$ cat src/rtl/cell_check_initiator_if.sv
// Game-control and board-RAM signal bundle of the cell-check initiator.
interface cell_check_initiator_if #(
    parameter int unsigned ADDR_W = 12,
    parameter int unsigned DATA_W = 32
);
    logic              newGame;
    logic              click;
    logic [2:0]        clickRow;
    logic [2:0]        clickCol;
    logic              busy;
    logic              nowCheck;
    logic [DATA_W-1:0] checkID;
    logic [ADDR_W-1:0] rdAddr;
    logic [DATA_W-1:0] rdData;
    logic              revealWe;
    logic [ADDR_W-1:0] revealAddr;
    logic              done;
    logic              hitMine;
    logic              badCoord;
    logic [7:0]        revealCount;

    modport master (
        input  newGame, click, clickRow, clickCol, rdData,
        output busy, nowCheck, checkID, rdAddr, revealWe, revealAddr,
               done, hitMine, badCoord, revealCount
    );

    modport slave (
        output newGame, click, clickRow, clickCol, rdData,
        input  busy, nowCheck, checkID, rdAddr, revealWe, revealAddr,
               done, hitMine, badCoord, revealCount
    );
endinterface

$ cat src/rtl/cell_check_initiator.sv
// Minesweeper cell-check initiator: click -> check strobe, board read, reveal.
// Define FLOOD_FILL_EN to build the zero-cell flood fill (neighbour scan + LIFO).
module cell_check_initiator #(
    parameter int unsigned ROWS   = 5,
    parameter int unsigned COLS   = 5,
    parameter int unsigned ADDR_W = 12,
    parameter int unsigned DATA_W = 32,
    parameter int unsigned RD_LAT = 1
) (
    input  logic                   clk,
    input  logic                   reset,
    cell_check_initiator_if.master bus
);
    localparam int unsigned CELLS = ROWS * COLS;
    localparam int unsigned ID_W  = (CELLS > 1) ? $clog2(CELLS) : 1;
    localparam int unsigned LAT_W = (RD_LAT > 1) ? $clog2(RD_LAT) : 1;

    typedef enum logic [2:0] {IDLE, CHECK, FETCH, EVAL, NEIGH, POP, DONE} state_t;
    state_t state, state_nxt;

    logic [2:0]       cur_row, cur_col;
    logic [ID_W-1:0]  cur_id, click_id;
    logic [CELLS-1:0] revealed;
    logic [LAT_W-1:0] lat_cnt;
    logic             click_bad;
    logic             accept, clear_maps, do_reveal, set_hit;
    logic             unused_bits;

    assign cur_id    = ID_W'(int'(cur_row) * int'(COLS) + int'(cur_col));
    assign click_id  = ID_W'(int'(bus.clickRow) * int'(COLS) + int'(bus.clickCol));
    assign click_bad = (32'(bus.clickRow) >= ROWS) || (32'(bus.clickCol) >= COLS);

`ifdef FLOOD_FILL_EN
    localparam int unsigned SP_W = $clog2(CELLS + 1);
    logic [CELLS-1:0] queued;
    logic [2:0]       stk_row [CELLS];
    logic [2:0]       stk_col [CELLS];
    logic [SP_W-1:0]  sp;
    logic [2:0]       nb_idx, nb_row, nb_col, top_row, top_col;
    logic [ID_W-1:0]  nb_id, top_id;
    logic             nb_ok, push, pop;
    int               dr, dc, nr, nc;

    assign top_row = stk_row[sp - 1'b1];
    assign top_col = stk_col[sp - 1'b1];
    assign top_id  = ID_W'(int'(top_row) * int'(COLS) + int'(top_col));
    assign unused_bits = ^bus.rdData[DATA_W-1:5];

    // Current neighbour of the scan and whether it still needs a visit.
    always_comb begin
        dr = 0;
        dc = 0;
        case (nb_idx)
            3'd0: begin dr = -1; dc = -1; end
            3'd1: begin dr = -1; dc =  0; end
            3'd2: begin dr = -1; dc =  1; end
            3'd3: begin dr =  0; dc = -1; end
            3'd4: begin dr =  0; dc =  1; end
            3'd5: begin dr =  1; dc = -1; end
            3'd6: begin dr =  1; dc =  0; end
            default: begin dr = 1; dc = 1; end
        endcase
        nr     = int'(cur_row) + dr;
        nc     = int'(cur_col) + dc;
        nb_row = 3'(nr);
        nb_col = 3'(nc);
        nb_id  = '0;
        nb_ok  = 1'b0;
        if (nr >= 0 && nr < int'(ROWS) && nc >= 0 && nc < int'(COLS)) begin
            nb_id = ID_W'(nr * int'(COLS) + nc);
            nb_ok = !revealed[nb_id] && !queued[nb_id];
        end
    end
`else
    assign unused_bits = ^bus.rdData[DATA_W-1:1];
`endif

    always_ff @(posedge clk) begin
        if (reset) state <= IDLE;
        else       state <= state_nxt;
    end

    always_comb begin
        state_nxt  = state;
        accept     = 1'b0;
        clear_maps = 1'b0;
        do_reveal  = 1'b0;
        set_hit    = 1'b0;
`ifdef FLOOD_FILL_EN
        push       = 1'b0;
        pop        = 1'b0;
`endif
        case (state)
            IDLE: begin
                clear_maps = bus.newGame;
                if (bus.click) begin
                    accept    = 1'b1;
                    state_nxt = click_bad ? DONE : CHECK;
                end
            end
            CHECK: state_nxt = FETCH;
            FETCH: if (lat_cnt == LAT_W'(RD_LAT - 1)) state_nxt = EVAL;
            EVAL: begin
                if (revealed[cur_id]) begin
                    state_nxt = POP;
                end else begin
                    do_reveal = 1'b1;
                    if (bus.rdData[0]) begin
                        set_hit   = 1'b1;
                        state_nxt = DONE;
                    end else begin
`ifdef FLOOD_FILL_EN
                        state_nxt = (bus.rdData[4:1] == 4'd0) ? NEIGH : POP;
`else
                        state_nxt = POP;
`endif
                    end
                end
            end
`ifdef FLOOD_FILL_EN
            NEIGH: begin
                push = nb_ok;
                if (nb_idx == 3'd7) state_nxt = POP;
            end
            POP: begin
                if (sp == '0) begin
                    state_nxt = DONE;
                end else begin
                    pop       = 1'b1;
                    state_nxt = FETCH;
                end
            end
`else
            POP: state_nxt = DONE;
`endif
            DONE:    state_nxt = IDLE;
            default: state_nxt = IDLE;
        endcase
    end

    // Datapath, bitmaps and registered outputs.
    always_ff @(posedge clk) begin
        if (reset) begin
            cur_row         <= '0;
            cur_col         <= '0;
            revealed        <= '0;
            lat_cnt         <= '0;
            bus.busy        <= 1'b0;
            bus.nowCheck    <= 1'b0;
            bus.checkID     <= '0;
            bus.rdAddr      <= '0;
            bus.revealWe    <= 1'b0;
            bus.revealAddr  <= '0;
            bus.done        <= 1'b0;
            bus.hitMine     <= 1'b0;
            bus.badCoord    <= 1'b0;
            bus.revealCount <= '0;
        end else begin
            if (clear_maps) revealed <= '0;
            if (do_reveal)  revealed[cur_id] <= 1'b1;
            lat_cnt <= (state == FETCH) ? lat_cnt + 1'b1 : '0;

            bus.busy     <= (state_nxt != IDLE);
            bus.nowCheck <= (state_nxt == CHECK);
            bus.done     <= (state_nxt == DONE);
            bus.checkID  <= '0;
            bus.revealWe <= do_reveal;

            if (accept && !click_bad) begin
                cur_row     <= bus.clickRow;
                cur_col     <= bus.clickCol;
                bus.checkID <= DATA_W'(click_id);
                bus.rdAddr  <= ADDR_W'(click_id);
            end
`ifdef FLOOD_FILL_EN
            if (pop) begin
                cur_row    <= top_row;
                cur_col    <= top_col;
                bus.rdAddr <= ADDR_W'(top_id);
            end
`endif
            if (do_reveal) begin
                bus.revealAddr <= ADDR_W'(cur_id);
                if (bus.revealCount != 8'hFF) bus.revealCount <= bus.revealCount + 8'd1;
            end
            if (accept) begin
                bus.hitMine     <= 1'b0;
                bus.badCoord    <= click_bad;
                bus.revealCount <= '0;
            end
            if (set_hit) bus.hitMine <= 1'b1;
        end
    end

`ifdef FLOOD_FILL_EN
    always_ff @(posedge clk) begin
        if (reset) begin
            queued <= '0;
            sp     <= '0;
            nb_idx <= '0;
        end else begin
            if (clear_maps) queued <= '0;
            nb_idx <= (state == NEIGH) ? nb_idx + 3'd1 : 3'd0;
            if (push) begin
                queued[nb_id] <= 1'b1;
                sp            <= sp + 1'b1;
            end
            if (pop) begin
                queued[top_id] <= 1'b0;
                sp             <= sp - 1'b1;
            end
        end
    end

    // Stack storage needs no reset; only entries below sp are ever read.
    always_ff @(posedge clk) begin
        if (push) begin
            stk_row[sp] <= nb_row;
            stk_col[sp] <= nb_col;
        end
    end
`endif
endmodule

$ cat src/flat_wrapper.sv
// flat-port wrapper written by rule: the top's interface ports become plain ports
module cell_check_initiator_flat 
#(
    parameter int unsigned ROWS   = 5,
    parameter int unsigned COLS   = 5,
    parameter int unsigned ADDR_W = 12,
    parameter int unsigned DATA_W = 32,
    parameter int unsigned RD_LAT = 1
)
  (clk, reset, bus_newGame, bus_click, bus_clickRow, bus_clickCol, bus_rdData, bus_busy, bus_nowCheck, bus_checkID, bus_rdAddr, bus_revealWe, bus_revealAddr, bus_done, bus_hitMine, bus_badCoord, bus_revealCount);
  cell_check_initiator_if #(.ADDR_W(ADDR_W), .DATA_W(DATA_W)) bus_i ();
  input  logic clk;
  input  logic reset;
  input wire logic [$bits(bus_i.newGame)-1:0] bus_newGame;
  input wire logic [$bits(bus_i.click)-1:0] bus_click;
  input wire logic [$bits(bus_i.clickRow)-1:0] bus_clickRow;
  input wire logic [$bits(bus_i.clickCol)-1:0] bus_clickCol;
  input wire logic [$bits(bus_i.rdData)-1:0] bus_rdData;
  output wire logic [$bits(bus_i.busy)-1:0] bus_busy;
  output wire logic [$bits(bus_i.nowCheck)-1:0] bus_nowCheck;
  output wire logic [$bits(bus_i.checkID)-1:0] bus_checkID;
  output wire logic [$bits(bus_i.rdAddr)-1:0] bus_rdAddr;
  output wire logic [$bits(bus_i.revealWe)-1:0] bus_revealWe;
  output wire logic [$bits(bus_i.revealAddr)-1:0] bus_revealAddr;
  output wire logic [$bits(bus_i.done)-1:0] bus_done;
  output wire logic [$bits(bus_i.hitMine)-1:0] bus_hitMine;
  output wire logic [$bits(bus_i.badCoord)-1:0] bus_badCoord;
  output wire logic [$bits(bus_i.revealCount)-1:0] bus_revealCount;
  assign bus_i.newGame = bus_newGame;
  assign bus_i.click = bus_click;
  assign bus_i.clickRow = bus_clickRow;
  assign bus_i.clickCol = bus_clickCol;
  assign bus_i.rdData = bus_rdData;
  assign bus_busy = bus_i.busy;
  assign bus_nowCheck = bus_i.nowCheck;
  assign bus_checkID = bus_i.checkID;
  assign bus_rdAddr = bus_i.rdAddr;
  assign bus_revealWe = bus_i.revealWe;
  assign bus_revealAddr = bus_i.revealAddr;
  assign bus_done = bus_i.done;
  assign bus_hitMine = bus_i.hitMine;
  assign bus_badCoord = bus_i.badCoord;
  assign bus_revealCount = bus_i.revealCount;
  cell_check_initiator #(.ROWS(ROWS), .COLS(COLS), .ADDR_W(ADDR_W), .DATA_W(DATA_W), .RD_LAT(RD_LAT)) u_core (.clk(clk), .reset(reset), .bus(bus_i));
endmodule
$ cat config.mk
export PLATFORM = sky130hd
export DESIGN_NAME = cell_check_initiator_flat
export DESIGN_NICKNAME = d
export VERILOG_FILES = /design/src/rtl/cell_check_initiator_if.sv /design/src/rtl/cell_check_initiator.sv /design/src/flat_wrapper.sv
export SDC_FILE = /design/constraint.sdc
export NUM_CORES = 1
export LEC_CHECK = 0
export CAP_MARGIN = 20
export CORE_MARGIN = 2
export CORE_UTILIZATION = 45
export CTS_CLUSTER_DIAMETER = 200
export DETAILED_ROUTE_END_ITERATION = 10
export PLACE_DENSITY = 0.8
export SLEW_MARGIN = 0
export SYNTH_ARGS = -nofsm -noshare
export SYNTH_HDL_FRONTEND = slang
export SYNTH_SLANG_ARGS = --single-unit
$ cat constraint.sdc
create_clock -name clk -period 3.9 [get_ports clk]
set_input_delay 0.975 -clock clk [delete_from_list [all_inputs] [get_ports clk]]
set_output_delay 0.975 -clock clk [all_outputs]
set_load 0.01 [all_outputs]
======== After elaboration in Yosys (flattened, before gate mapping) ========
Index checks and enable logic that the tools add are counted.
storage, ports and cells
  input bits .............................. 42
  bits in writable memories ............... 0
  memory bits (read-only) ................. 0
  register bits after elaboration ......... 91
  memories kept ........................... 0
  bits in latches ......................... 0
cells by class
  divide/modulo/power cells ............... 0
  multiplexer cells ....................... 23
  reductions and logical operators ........ 11
  multiply operators ...................... 2
  equal/unequal tests ..................... 7
  shift-type cells ........................ 0
  $lt $le $gt $ge ......................... 4
  add/subtract/negate cells ............... 4
  bitwise gates (word level) .............. 3
operators by type and width
  kind                                                        number
  two-way mux 25 bit                                          3
  OR 25 bit                                                   1
  case mux 3 bit (5 select lines)                             1
  two-way mux 1 bit                                           12
  two-way mux 3 bit                                           4
  adder 5 x 4 -> 5 bit                                        2
  multiplier 3 x 3 -> 5 bit, second input constant            2
  adder 8 x 1 -> 8 bit, second input constant                 1
  inequality test 8 bit, second input constant                1
  == test 3 x 1 -> 1 bit, second input constant               2
  == test 3 x 2 -> 1 bit, second input constant               2
  == test 3 bit, second input constant                        2
  >= comparator 3 bit, second input constant                  2
  less-than comparator 5 x 6 -> 1 bit, second input constant  1
  OR reduction 2 bit                                          3
  binary-select mux 1 bit (select 5 bit)                      1
  demux 1 bit (select 5 bit)                                  1
  >= comparator 5 x 1 -> 1 bit, second input constant         1
  zero test 3 bit                                             1
  nonzero test 3 bit                                          1
  logical AND 1 bit                                           2
  two-way mux 2 bit                                           1
  inverter 1 bit                                              2
  AND reduction 2 bit                                         1
  other kinds (4)                                             4

======== Longest topological paths before layout ========
Gate-level depths: netlist of the first run.
  word-level depth ........................ 8
  mapped depth ............................ 11
  gate-level depth less buffers ........... 9

======== Worst setup path before layout of the first run ========
Ideal clock, no wire load.
  kind .................................... reg2reg
  from .................................... register u_core.cur_row[0]
  to ...................................... register u_core.revealed[21]
  cell stages (with the launch flop) ...... 12
  data arrival time ....................... 3.026 ns
  setup time .............................. 0.117 ns
  data required time ...................... 3.783 ns
  slack ................................... 0.757 ns
  clock period less this slack ............ 3.143 ns
  path buffers ............................ 2
  path through ............................ dfxtp_1 -> ha_1 -> ha_1 -> fa_1 -> clkbuf_1 -> inv_1 -> mux2i_1 -> or4_1 -> and4_1 -> and4b_1 -> clkbuf_1 -> a22o_1
between the ends
  word-level cells in the longest chain between the ends .. 8
RTL lines
  element                                                                                                    RTL line                     text
  start, declared                                                                                            cell_check_initiator.sv:21   logic [2:0] cur_row, cur_col;
  start signal, assigned                                                                                     cell_check_initiator.sv:170  cur_row <= bus.clickRow;
  multiplier 3 x 3 -> 5 bit (*)                                                                              cell_check_initiator.sv:29   assign cur_id = ID_W'(int'(cur_row) * int'(COLS) + int'(cur_col));
  adder 5 x 4 -> 5 bit (*)                                                                                   cell_check_initiator.sv:29
  via u_core.cur_id[2]                                                                                       cell_check_initiator.sv:22   logic [ID_W-1:0] cur_id, click_id;
  less-than comparator 5 x 6 -> 1 bit (implied by the code) or >= comparator 5 x 1 -> 1 bit (tied branches)  cell_check_initiator.sv:160  if (do_reveal) revealed[cur_id] <= 1'b1;
  logical AND 1 bit (implied by the code)                                                                    cell_check_initiator.sv:160
  two-way mux 1 bit (implied by the code)                                                                    cell_check_initiator.sv:160
  demux 1 bit (select 5 bit)                                                                                 -
  OR 25 bit (no source line)                                                                                 -
  two-way mux 25 bit (*)                                                                                     cell_check_initiator.sv:160
  end signal, assigned                                                                                       cell_check_initiator.sv:146  revealed <= '0;
  end signal, assigned                                                                                       cell_check_initiator.sv:159  if (clear_maps) revealed <= '0;
  end signal, assigned by index                                                                              cell_check_initiator.sv:160
  end, declared                                                                                              cell_check_initiator.sv:23   logic [CELLS-1:0] revealed;
Mark *: on every way through the listed nets, which the timed path passes. The rest lies on a longest branch. The select of a mux whose other input is x is not followed.
A chain may end at the register's enable or synchronous reset.

======== Worst setup path after layout of the first run ========
  from .................................... register u_core.cur_row[0]
  to ...................................... register u_core.bus.revealCount[3] (netlist bit)
between the ends
  word-level cells in the longest chain between the ends .. 7
RTL lines
  element                                  RTL line                       text
  multiplier 3 x 3 -> 5 bit                cell_check_initiator.sv:29
  adder 5 x 4 -> 5 bit                     cell_check_initiator.sv:29
  binary-select mux 1 bit (select 5 bit)   cell_check_initiator.sv:104    if (revealed[cur_id]) begin
  two-way mux 1 bit (implied by the code)  cell_check_initiator.sv:104
  two-way mux 1 bit                        cell_check_initiator.sv:104
  two-way mux 1 bit                        cell_check_initiator.sv:93     case (state)
  AND reduction 2 bit (no source line)     -
  end signal, assigned                     cell_check_initiator.sv:184    if (bus.revealCount != 8'hFF) bus.revealCount <= bus.revealCount + 8'd1;
  end, declared                            cell_check_initiator_if.sv:25  done, hitMine, badCoord, revealCount
Every way passes these cells. The select of a mux whose other input is x is not followed.

==> results of run 1 <==
## stage by stage
stage                     area [um2]  util, %  hold slack (ps)  worst slack, ps
after floorplan                 3380        -              418              757
after global placement          3580     52.1              434              602
after detailed placement        3580     52.1              436              531
after CTS                       3750     54.6              446              535
after global routing            3750     54.6              477              205
final                           3750     54.6              460              513
## cell usage after synthesis, types with 3 or more instances
| cell type | instances |
|---|---|
| buf_2 | 4 |
| nor2_1 | 21 |
| ha_1 | 17 |
| a31oi_1 | 3 |
| o21ai_0 | 3 |
| a22o_1 | 13 |
| o31ai_1 | 4 |
| a32o_1 | 13 |
| and3_1 | 4 |
| o21ai_1 | 6 |
| a21oi_1 | 28 |
| clkbuf_1 | 12 |
| a211oi_1 | 6 |
| dfxtp_1 | 64 |
| nor3_1 | 9 |
| buf_4 | 41 |
| mux4_2 | 6 |
| xnor2_1 | 5 |
| nand2_1 | 25 |
| or4_1 | 4 |
| and2_1 | 4 |
| nand3_1 | 11 |
## final cells by class
class | count | area [um2]
flip-flops and latches | 64 | 1280
clock buffers | 10 | 138
clock inverters | 6 | 35.0
repair buffers | 49 | 465
fillers | 606 | 3120
inverters | 2 | 7.51
multi-input cells | 255 | 1710
well taps | 96 | 120
## critical path: stages (launching register included)
cell,delay [ps]
dfxtp_1,340
ha_1,310
ha_1,330
fa_1,460
xor2_1,370
mux2_2,410
o211ai_2,90
nand4_2,300
or4_1,580
a21oi_1,150
## state kept, by name, indices dropped and copies added (netlist names), 3 cells and up
signal	cells
u_core.bus.revealAddr	5
u_core.cur_col	3
u_core.bus.revealCount	8
u_core.cur_row	3
u_core.bus.rdAddr	5
u_core.revealed	25
u_core.state	3
u_core.bus.checkID	5
## routing by layer
layer | global-route usage (%) | vias up
li1 | - | 1245
met1 | 21.3 | 1206
met2 | 27.7 | 81
met3 | 3.36 | 6
met4 | 9.23 | 0
met5 | 0 | -
## worst max-delay path by stage
stage                                                        end  cells past startpoint                      startpoint  slack [ps]
after floorplan                   u_core.revealed[21]$_SDFF_PP0_                     11  u_core.cur_row[0]$_SDFFE_PP0P_         760
after global placement                u_core.state[0]$_SDFF_PP0_                     10  u_core.cur_row[0]$_SDFFE_PP0P_         600
after detailed placement              u_core.state[0]$_SDFF_PP0_                     10  u_core.cur_row[0]$_SDFFE_PP0P_         530
after CTS                 u_core.bus.revealCount[4]$_SDFFE_PP0P_                      9  u_core.cur_row[0]$_SDFFE_PP0P_         540
after global routing                  u_core.state[0]$_SDFF_PP0_                     10  u_core.cur_row[0]$_SDFFE_PP0P_         210
final                     u_core.bus.revealCount[3]$_SDFFE_PP0P_                      9  u_core.cur_row[0]$_SDFFE_PP0P_         510
## logic make-up (layout without fill, tap and decap cells)
kind of cell | count (synthesis) | in the layout | share of synthesized area [%]
adders and majority gates | 19 | 19 | 7.84
muxes | 9 | 9 | 5.20
AOI/OAI and AO/OA | 84 | 84 | 18.5
other | 1 | 41 | 0.116
and+or+nand+nor | 95 | 95 | 14.7
buffers and inverters | 61 | 67 | 12.0
xor gates and xnor gates | 7 | 7 | 1.90
DFF | 64 | 64 | 39.7
## power by group
part           leakage [nW]  total, mW  internal (mW)  switching [mW]
Combinational         0.868      0.275          0.108           0.167
Sequential            0.518      0.700          0.679          0.0208
Clock                0.0878      0.491          0.243           0.249
Total                  1.47       1.47           1.03           0.437
==> reports/qor.txt, run 1 <==
status = finished clean
layout cell share with drive strength beyond 1 = 10.1%
max-cap viol count = 0
sum of negative setup slack = 0 ps
Worst-Skew Late Latency = 340 ps
clk root buf = clkbuf_8
r2r setup slk = 510 ps
Hold Path End = u_core.bus.rdAddr[0]$_SDFFE_PP0P_
die area = 7860 um2
I/O Buffers = 39
Reg2Reg Depth = 9
DRT antenna net count = 0
post-placement cell count = 466
Max transition margin = 59.1%
cts bufs inserted = 9
commonest non-fill, non-tap cell in the layout = dfxtp_1
crit start category = flop
clock sinks = 64
synthesized cell area = 3230 um2
Seq/Total Area, Yosys = 39.7%
Ys Warns = 0
fraction of registers with async set/reset = 0%
highest clock rate = 295 MHz
Avg Cell Area, Syn = 9.49 um2
GP Congestion = 0.802
Final Max Tran Viols = 0
Post-synth EDFFs = 0
Synth Register Bits = 64
vias = 2538
Die W = 88.7 um
HP Class = reg2reg
reg2reg start = u_core.cur_row[0]$_SDFFE_PP0P_
most frequent cells in the layout = dfxtp_1 (64), conb_1 (41), clkdlybuf4s50_1 (39)
total global-route track usage = 17.1%
cell depth of the worst hold path = 2
largest net degree at the start of global routing = 26
Rows = 30
final setup fails = 0
met2 routed WL = 3240 um
post-cts hold buffer count = 0
WP data required = 4170 ps
Pre-antenna DRT Iters = 4
Boundary Pins = 112
H-Tree Level Count = 3
Fin. Hold Viols = 0
critical path type = reg2reg
Nets = 442
Non-Filler Instances = 482
Gate Count Post-Synth = 340
Most used DFF post-synth = dfxtp_1
Core Region = 6870 um2
hold wc startpoint = u_core.bus.rdAddr[0]$_SDFFE_PP0P_
power per cell area = 391 nW/um2
Max Fanout on Critical Path = 11
RSZ-0062 raised after global routing = no
worst reg2reg path endpoint = u_core.bus.revealCount[3]$_SDFFE_PP0P_
die height = 88.7 um
Setup crit end kind = flop
WL/cell = 13.6 um
grt total ovfl = 0
vias in the first global route = 2310
CTS clock-pin slew for the worst setup and hold paths = 70 ps
period utilization = 86.9%
crit path DAT = 3660 ps
fin crit period = 3390 ps
CTS Buffer Depth = 2
DR DRC count = 0
initial antenna violation count = 0
n_diodes = 0
PostCTS Resize Cnt = 0
slew at the pin closest to its max-slew limit = 612 ps
Tot Pwr = 1.47 mW
M1 wire length = 2940 um
post-synth top area cell = dfxtp_1
Final HPWL DP = 4650 um
Peak VDD IR = 0.000194 V
top sig layer = met4
Initial Util = 47.0%
Routed WL = 6550 um
Detail Route met3 WL = 296 um
leakage power = 1.47 nW
Vias/cell = 5.27
Fin Clk Skew = 12.5 ps
Post-CTS Setup Bufs = 0
first-pass GRT wire length = 10400 um
top cell type's share of synthesized area = 39.7%
TritonCTS clock tree = built
Area Growth Syn to Fin = 16.4%
largest cells by area after synthesis = dfxtp_1 (40%), buf_4 (9.5%), ha_1 (6.6%), a21oi_1 (4.3%), mux4_2 (4.2%)
drt first-iter violations = 104
post-synth cell types = 47
Power figures use the tool's default switching activity.
==> run 2: changes to the inputs <==
--- a/config.mk
+++ b/config.mk
@@ -6,11 +6,13 @@
 export NUM_CORES = 1
 export LEC_CHECK = 0
 export CAP_MARGIN = 20
-export CORE_MARGIN = 2
-export CORE_UTILIZATION = 45
+export CORE_MARGIN = 1
+export CORE_UTILIZATION = 55
 export CTS_CLUSTER_DIAMETER = 200
 export DETAILED_ROUTE_END_ITERATION = 10
-export PLACE_DENSITY = 0.8
+export DONT_BUFFER_PORTS = 1
+export PLACE_DENSITY = 0.7
+export SKIP_CTS_REPAIR_TIMING = 1
 export SLEW_MARGIN = 0
 export SYNTH_ARGS = -nofsm -noshare
 export SYNTH_HDL_FRONTEND = slang
==> reports/qor.txt, run 2 (same netlist as run 1, synthesis figures left out) <==
status = finished clean
initial antenna violation count = 0 (unchanged)
Pre-antenna DRT Iters = 4 (unchanged)
HP Class = reg2reg
Detail Route met3 WL = 401 um (+35%)
slew at the pin closest to its max-slew limit = 906 ps (+294 ps)
Tot Pwr = 1.55 mW (+6.0%)
reg2reg start = u_core.cur_row[0]$_SDFFE_PP0P_
grt total ovfl = 0 (unchanged)
Reg2Reg Depth = 12 (+3)
Nets = 401 (-9.3%)
r2r setup slk = 560 ps (+50 ps)
TritonCTS clock tree = built
final setup fails = 0 (unchanged)
clk root buf = clkbuf_8
Worst-Skew Late Latency = 340 ps (about the same)
Setup crit end kind = flop
Storage cell area = 1280 um2 (unchanged)
die area = 6170 um2 (-21%)
Largest register FFs = 25 (unchanged)
Final HPWL DP = 4460 um (-4.1%)
Core Region = 5570 um2 (-19%)
H-Tree Level Count = 3 (unchanged)
drt first-iter violations = 81 (-22%)
Biggest register = u_core.revealed
Initial Util = 57.9% (+11 points)
Rows = 27 (-10%)
WP data required = 4190 ps (+20 ps)
Fin. Hold Viols = 0 (unchanged)
DRT antenna net count = 0 (unchanged)
top sig layer = met4
max-cap viol count = 0 (unchanged)
GP Congestion = 0.827 (+3.1%)
met2 routed WL = 2940 um (-9.4%)
die height = 78.6 um (-11%)
crit start category = flop
power per cell area = 462 nW/um2 (+18%)
Post-DP Area = 3150 um2 (-12%)
highest clock rate = 300 MHz (+1.5%)
Fin Clk Skew = 6.65 ps (-5.85 ps)
Boundary Pins = 112 (unchanged)
sum of negative setup slack = 0 ps (unchanged)
leakage power = 1.34 nW (-9.2%)
largest net degree at the start of global routing = 32 (+23%)
Die W = 78.6 um (-11%)
RSZ-0062 raised after global routing = no
hold wc startpoint = u_core.lat_cnt$_SDFF_PP0_
fin crit period = 3340 ps (-48.7 ps)
final worst slack = 561 ps (+48.7 ps)
Max Fanout on Critical Path = 14 (+3)
first-pass GRT wire length = 10600 um (+1.6%)
Final Cell Area = 3370 um2 (-10%)
CTS clock-pin slew for the worst setup and hold paths = 70 ps (about the same)
critical path type = reg2reg
M1 wire length = 2890 um (-1.8%)
total global-route track usage = 22.6% (+5.6 points)
Peak VDD IR = 0.000226 V (+17%)
vias in the first global route = 2199 (-4.8%)
cell depth of the worst hold path = 1 (-1)
period utilization = 85.6% (-1.2 points)
Final Max Tran Viols = 0 (unchanged)
I/O Buffers = 0 (-100%)
pre-CTS WS = 583 ps (+51.6 ps)
Regs by FF count = u_core.revealed: 25 flops, u_core.bus.revealCount: 8 flops
CTS Buffer Depth = 2 (unchanged)
Area Growth Syn to Fin = 4.34%
Multi-input gate area = 1710 um2 (unchanged)
clock sinks = 64 (unchanged)
Max transition margin = 39.4% (-20 points)
n_diodes = 0 (unchanged)
commonest non-fill, non-tap cell in the layout = dfxtp_1
Vias/cell = 5.66 (+7.5%)
Routed WL = 6300 um (-3.9%)
worst reg2reg path endpoint = u_core.revealed[22]$_SDFF_PP0_
WL/cell = 15.1 um (+11%)
Hold Path End = u_core.lat_cnt$_SDFF_PP0_
fillers = 489 (-19%)
layout cell share with drive strength beyond 1 = 10.7% (+0.62 points)
most frequent cells in the layout = dfxtp_1 (64), conb_1 (41), a21oi_1 (28)
crit path DAT = 3630 ps (-30 ps)
DR DRC count = 0 (unchanged)
vias = 2360 (-7.0%)
cts bufs inserted = 9 (unchanged)
[run 2: changes by cell type in the layout (fill, tap and decap cells not counted)]
cell and change:
clkdlybuf4s50_1 -39, clkbuf_8 -1, clkinv_2 -3, buf_4 -2
clkinv_4 +1, bufinv_16 +2, clkinvlp_4 +1
[run 2: per-layer routing]
layer / up-vias / GRT usage [%]
met1: 1117 / 29.3
li1: 1171 / -
met5: - / 0
met3: 5 / 8.14
met4: 0 / 8.89
met2: 67 / 34.1
[run 2: cell type report]
| type | count | share of cell area [%] |
|---|---|---|
| clock buffer | 9 | 3.68 |
| timing repair buffer | 8 | 1.78 |
| tap | 72 | 2.68 |
| multi-input combinational | 255 | 50.7 |
| sequential | 64 | 38.1 |
| clock inverter | 7 | 2.86 |
| inverter | 2 | 0.223 |
[run 2: worst max path at each step]
| stage | start | endpoint | cells after the start |
|---|---|---|---|
| floorplan | u_core.cur_row[0]$_SDFFE_PP0P_ | u_core.revealed[21]$_SDFF_PP0_ | 11 |
| global placement | u_core.cur_row[0]$_SDFFE_PP0P_ | u_core.revealed[0]$_SDFF_PP0_ | 12 |
| detailed placement | u_core.cur_row[0]$_SDFFE_PP0P_ | u_core.revealed[22]$_SDFF_PP0_ | 12 |
| CTS | u_core.cur_row[0]$_SDFFE_PP0P_ | u_core.revealed[0]$_SDFF_PP0_ | 12 |
| global route | u_core.cur_row[2]$_SDFFE_PP0P_ | u_core.revealed[0]$_SDFF_PP0_ | 12 |
| finish | u_core.cur_row[0]$_SDFFE_PP0P_ | u_core.revealed[22]$_SDFF_PP0_ | 12 |
[run 2: per-stage QoR]
| stage | utilization (%) | hold slack [ps] | std cells |
|---|---|---|---|
| floorplan | - | 418 | 380 |
| global placement | 56.4 | 423 | 401 |
| detailed placement | 56.4 | 436 | 401 |
| CTS | 60.4 | 444 | 417 |
| global route | 60.4 | 466 | 417 |
| finish | 60.4 | 441 | 417 |
[run 2: worst max-delay path, stage by stage, from the launching register on]
cell and delay [ps]:
dfxtp_1 330, ha_1 290, ha_1 320, fa_1 450
xor2_1 150, buf_4 180, mux2_2 350, o211ai_2 90
nand4_2 330, buf_4 280, nor3_2 100, buf_4 230
a32o_1 190
[run 2: power breakdown]
group | switching [mW] | internal (mW)
Combinational | 0.145 | 0.0756
Clock | 0.266 | 0.359
Sequential | 0.0298 | 0.679
==> run 3: changes to the inputs <==
--- a/config.mk
+++ b/config.mk
@@ -5,13 +5,13 @@
 export SDC_FILE = /design/constraint.sdc
 export NUM_CORES = 1
 export LEC_CHECK = 0
+export ABC_AREA = 1
 export CAP_MARGIN = 20
 export CORE_MARGIN = 1
-export CORE_UTILIZATION = 55
-export CTS_CLUSTER_DIAMETER = 200
+export CORE_UTILIZATION = 40
+export CTS_CLUSTER_DIAMETER = 150
 export DETAILED_ROUTE_END_ITERATION = 10
 export DONT_BUFFER_PORTS = 1
-export PLACE_DENSITY = 0.7
 export SKIP_CTS_REPAIR_TIMING = 1
 export SLEW_MARGIN = 0
 export SYNTH_ARGS = -nofsm -noshare
==> reports/qor.txt, run 3 <==
grt total ovfl = 0 (unchanged)
initial antenna violation count = 0 (unchanged)
Vias/cell = 4.81 (-15%)
fin crit period = 3370 ps (+33.3 ps)
Routed WL = 7500 um (+19%)
Hold Slack = 429 ps (-12.7 ps)
Die W = 96.0 um (+22%)
hold wc startpoint = u_core.lat_cnt$_SDFF_PP0_
layout cell share with drive strength beyond 1 = 6.65% (-4.1 points)
largest cells by area after synthesis = dfxtp_1 (36%), nand2_1 (16%), buf_4 (8.7%), nand3_1 (7.1%), ha_1 (6.0%)
Regs by FF count = u_core.revealed: 25 flops, u_core.bus.revealCount: 8 flops
crit path DAT = 3670 ps (+40 ps)
WL/cell = 12.5 um (-17%)
most frequent cells in the layout = nand2_1 (150), dfxtp_1 (64), nand3_1 (50)
Fin Clk Skew = 10.6 ps (+3.99 ps)
period utilization = 86.5% (+0.85 points)
HP Class = reg2reg
RSZ-0062 raised after global routing = no
max-cap viol count = 0 (unchanged)
top-count cell post-synth = nand2_1
H-Tree Level Count = 3 (unchanged)
crit start category = flop
Area Growth Syn to Fin = 2.37%
WP data required = 4190 ps (about the same)
commonest non-fill, non-tap cell in the layout = nand2_1
Nets = 552 (+38%)
Max Fanout on Critical Path = 18 (+4)
xor and xnor area share after synthesis = 1.98% (+0.082 points)
Compound-Gate Fraction of Synth Area = 7.29% (-11 points)
post-placement cell count = 585 (+46%)
slew at the pin closest to its max-slew limit = 962 ps (+55.4 ps)
Worst-Skew Late Latency = 360 ps (+20 ps)
clk root buf = clkbuf_8
Final Max Tran Viols = 0 (unchanged)
drt first-iter violations = 101 (+25%)
TritonCTS clock tree = built
fillers = 868 (+78%)
fraction of the mapped netlist area in simple logic gates = 32.3% (+18 points)
Reg2Reg Depth = 13 (+1)
sw frac = 36.1% (+7.8 points)
fraction of registers with async set/reset = 0% (unchanged)
Ys Warns = 0 (unchanged)
combinational share of power = 21.9% (+7.7 points)
clock sinks = 64 (unchanged)
reg2reg start = u_core.cur_row[0]$_SDFFE_PP0P_
top cells by count, synth = nand2_1 (150), dfxtp_1 (64), nand3_1 (50)
Peak VDD IR = 0.000293 V (+30%)
Most used DFF post-synth = dfxtp_1
DR DRC count = 0 (unchanged)
largest net degree at the start of global routing = 42 (+31%)
pre-CTS WS = 513 ps (-69.6 ps)
CTS clock-pin slew for the worst setup and hold paths = 80 ps (about the same)
first-pass GRT wire length = 12500 um (+18%)
Final Cell Area = 3620 um2 (+7.5%)
Gate Count Post-Synth = 495 (+46%)
sw power = 0.592 mW (+34%)
post-synth cell types = 33 (-30%)
I/O Buffers = 0 (unchanged)
Largest register FFs = 25 (unchanged)
vias = 2891 (+23%)
Post-Synth Adder-Cell Area = 7.15% (-0.69 points)
CTS Buffer Depth = 2 (unchanged)
Post-synth EDFFs = 0 (unchanged)
Post-DP Area = 3430 um2 (+9.1%)
Setup crit end kind = flop
Core Region = 8380 um2 (+50%)
Max transition margin = 35.6% (-3.8 points)
DRT antenna net count = 0 (unchanged)
n_diodes = 0 (unchanged)
highest clock rate = 297 MHz (-0.99%)
Fin. Hold Viols = 0 (unchanged)
Seq/Total Area, Yosys = 36.2% (-3.5 points)
cell depth of the worst hold path = 1 (unchanged)
power per cell area = 453 nW/um2 (-1.9%)
Int Power = 1.05 mW (-6.0%)
Boundary Pins = 112 (unchanged)
Biggest register = u_core.revealed
leakage power = 1.72 nW (+28%)
die height = 96.0 um (+22%)
GP Congestion = 0.784 (-5.2%)
Avg Cell Area, Syn = 7.14 um2 (-25%)
Non-Filler Instances = 601 (+44%)
die area = 9220 um2 (+49%)
total global-route track usage = 17.8% (-4.8 points)
Synth Register Bits = 64 (unchanged)
final setup fails = 0 (unchanged)
sum of negative setup slack = 0 ps (unchanged)
largest family of logic cells by synthesized area = simple AND/OR/NAND/NOR gates
Initial Util = 42.2% (-16 points)
vias in the first global route = 2677 (+22%)
Pre-antenna DRT Iters = 4 (unchanged)
post-synth top area cell = dfxtp_1
top cell type's share of synthesized area = 36.2% (-3.5 points)
multiplexer area fraction after synthesis = 0% (-5.2 points)
synthesized cell area = 3530 um2 (+9.6%)
status = finished clean
Clock power frac = 32.9% (-7.3 points)
Rows = 33 (+22%)
critical path type = reg2reg
Crit. Startpoint = u_core.cur_row[0]$_SDFFE_PP0P_
Final HPWL DP = 5160 um (+16%)
Reg power frac = 45.3% (-0.3 points)
cts bufs inserted = 9 (unchanged)
final worst slack = 528 ps (-33.3 ps)
-- run 3: cell count changes in the layout (fill, tap and decap cells not counted), moves of 11 or more --
cell,delta
inv_1,+26
nand2_1,+125
nor2_1,+27
a22o_1,-13
a32o_1,-13
nand3_1,+39
a21oi_1,-11
o21ai_0,+11
-- run 3: power groups by stage --
stage / Combinational [mW] / Sequential (mW) / Clock [mW]
final: 0.359 / 0.742 / 0.539
after global routing: 0.415 / 0.748 / 0.588
after CTS: 0.361 / 0.742 / 0.562
after detailed placement: 0.359 / 0.756 / 0
after global placement: 0.353 / 0.755 / 0
after floorplan: 0.321 / 0.747 / 0
-- run 3: through the flow --
stage	utilization, %	total power, mW
after floorplan	-	1.07
after global placement	40.9	1.11
after detailed placement	40.9	1.11
after CTS	43.2	1.66
after global routing	43.2	1.75
final	43.2	1.64
-- run 3: per-layer routing --
metal / global-route usage, % / share of wire, % / vias to the layer above / wire (um)
met5: 0 / 0 / - / 0
met4: 7.71 / 1.5 / 0 / 109
met3: 5.69 / 5.3 / 9 / 394
met2: 28.9 / 46 / 79 / 3480
met1: 21.6 / 47 / 1298 / 3520
li1: - / - / 1505 / -
-- run 3: worst paths after layout --
path | endpoint | slack, ps
setup / recovery | u_core.revealed[24]$_SDFF_PP0_ | 530
hold / removal | u_core.lat_cnt$_SDFF_PP0_ | 430
setup reg to reg | u_core.revealed[24]$_SDFF_PP0_ | 530
hold reg to reg | u_core.lat_cnt$_SDFF_PP0_ | 430
-- run 3: cells by family (layout without fill, tap and decap cells) --
kind of cell	after synthesis	count (layout)
flops	64	64
fa+ha+maj	19	19
xor+xnor	8	8
simple gates	266	266
buf+inv	91	52
compound gates	46	46
other cells	1	41
-- run 3: layout make-up --
| type | instances | area [um2] | share of cell area (%) |
|---|---|---|---|
| Clock buffer | 10 | 138 | 3.80 |
| Inverter | 34 | 128 | 3.53 |
| Multi-Input combinational cell | 380 | 1880 | 51.8 |
| Clock inverter | 6 | 50.0 | 1.38 |
| Tap cell | 105 | 131 | 3.63 |
| Sequential cell | 64 | 1280 | 35.4 |
| Timing Repair Buffer | 2 | 15.0 | 0.415 |
-- run 3: critical path, stage by stage (launching register included) --
cell     delay, ps
dfxtp_1        340
ha_1           300
ha_1           320
fa_1           770
inv_1          200
nand2_1        110
nand2_1         50
nand2_1         60
nand2_1         80
nor2_4         320
nand2_4        200
nor2_8         310
inv_2          120
o21ai_1        130
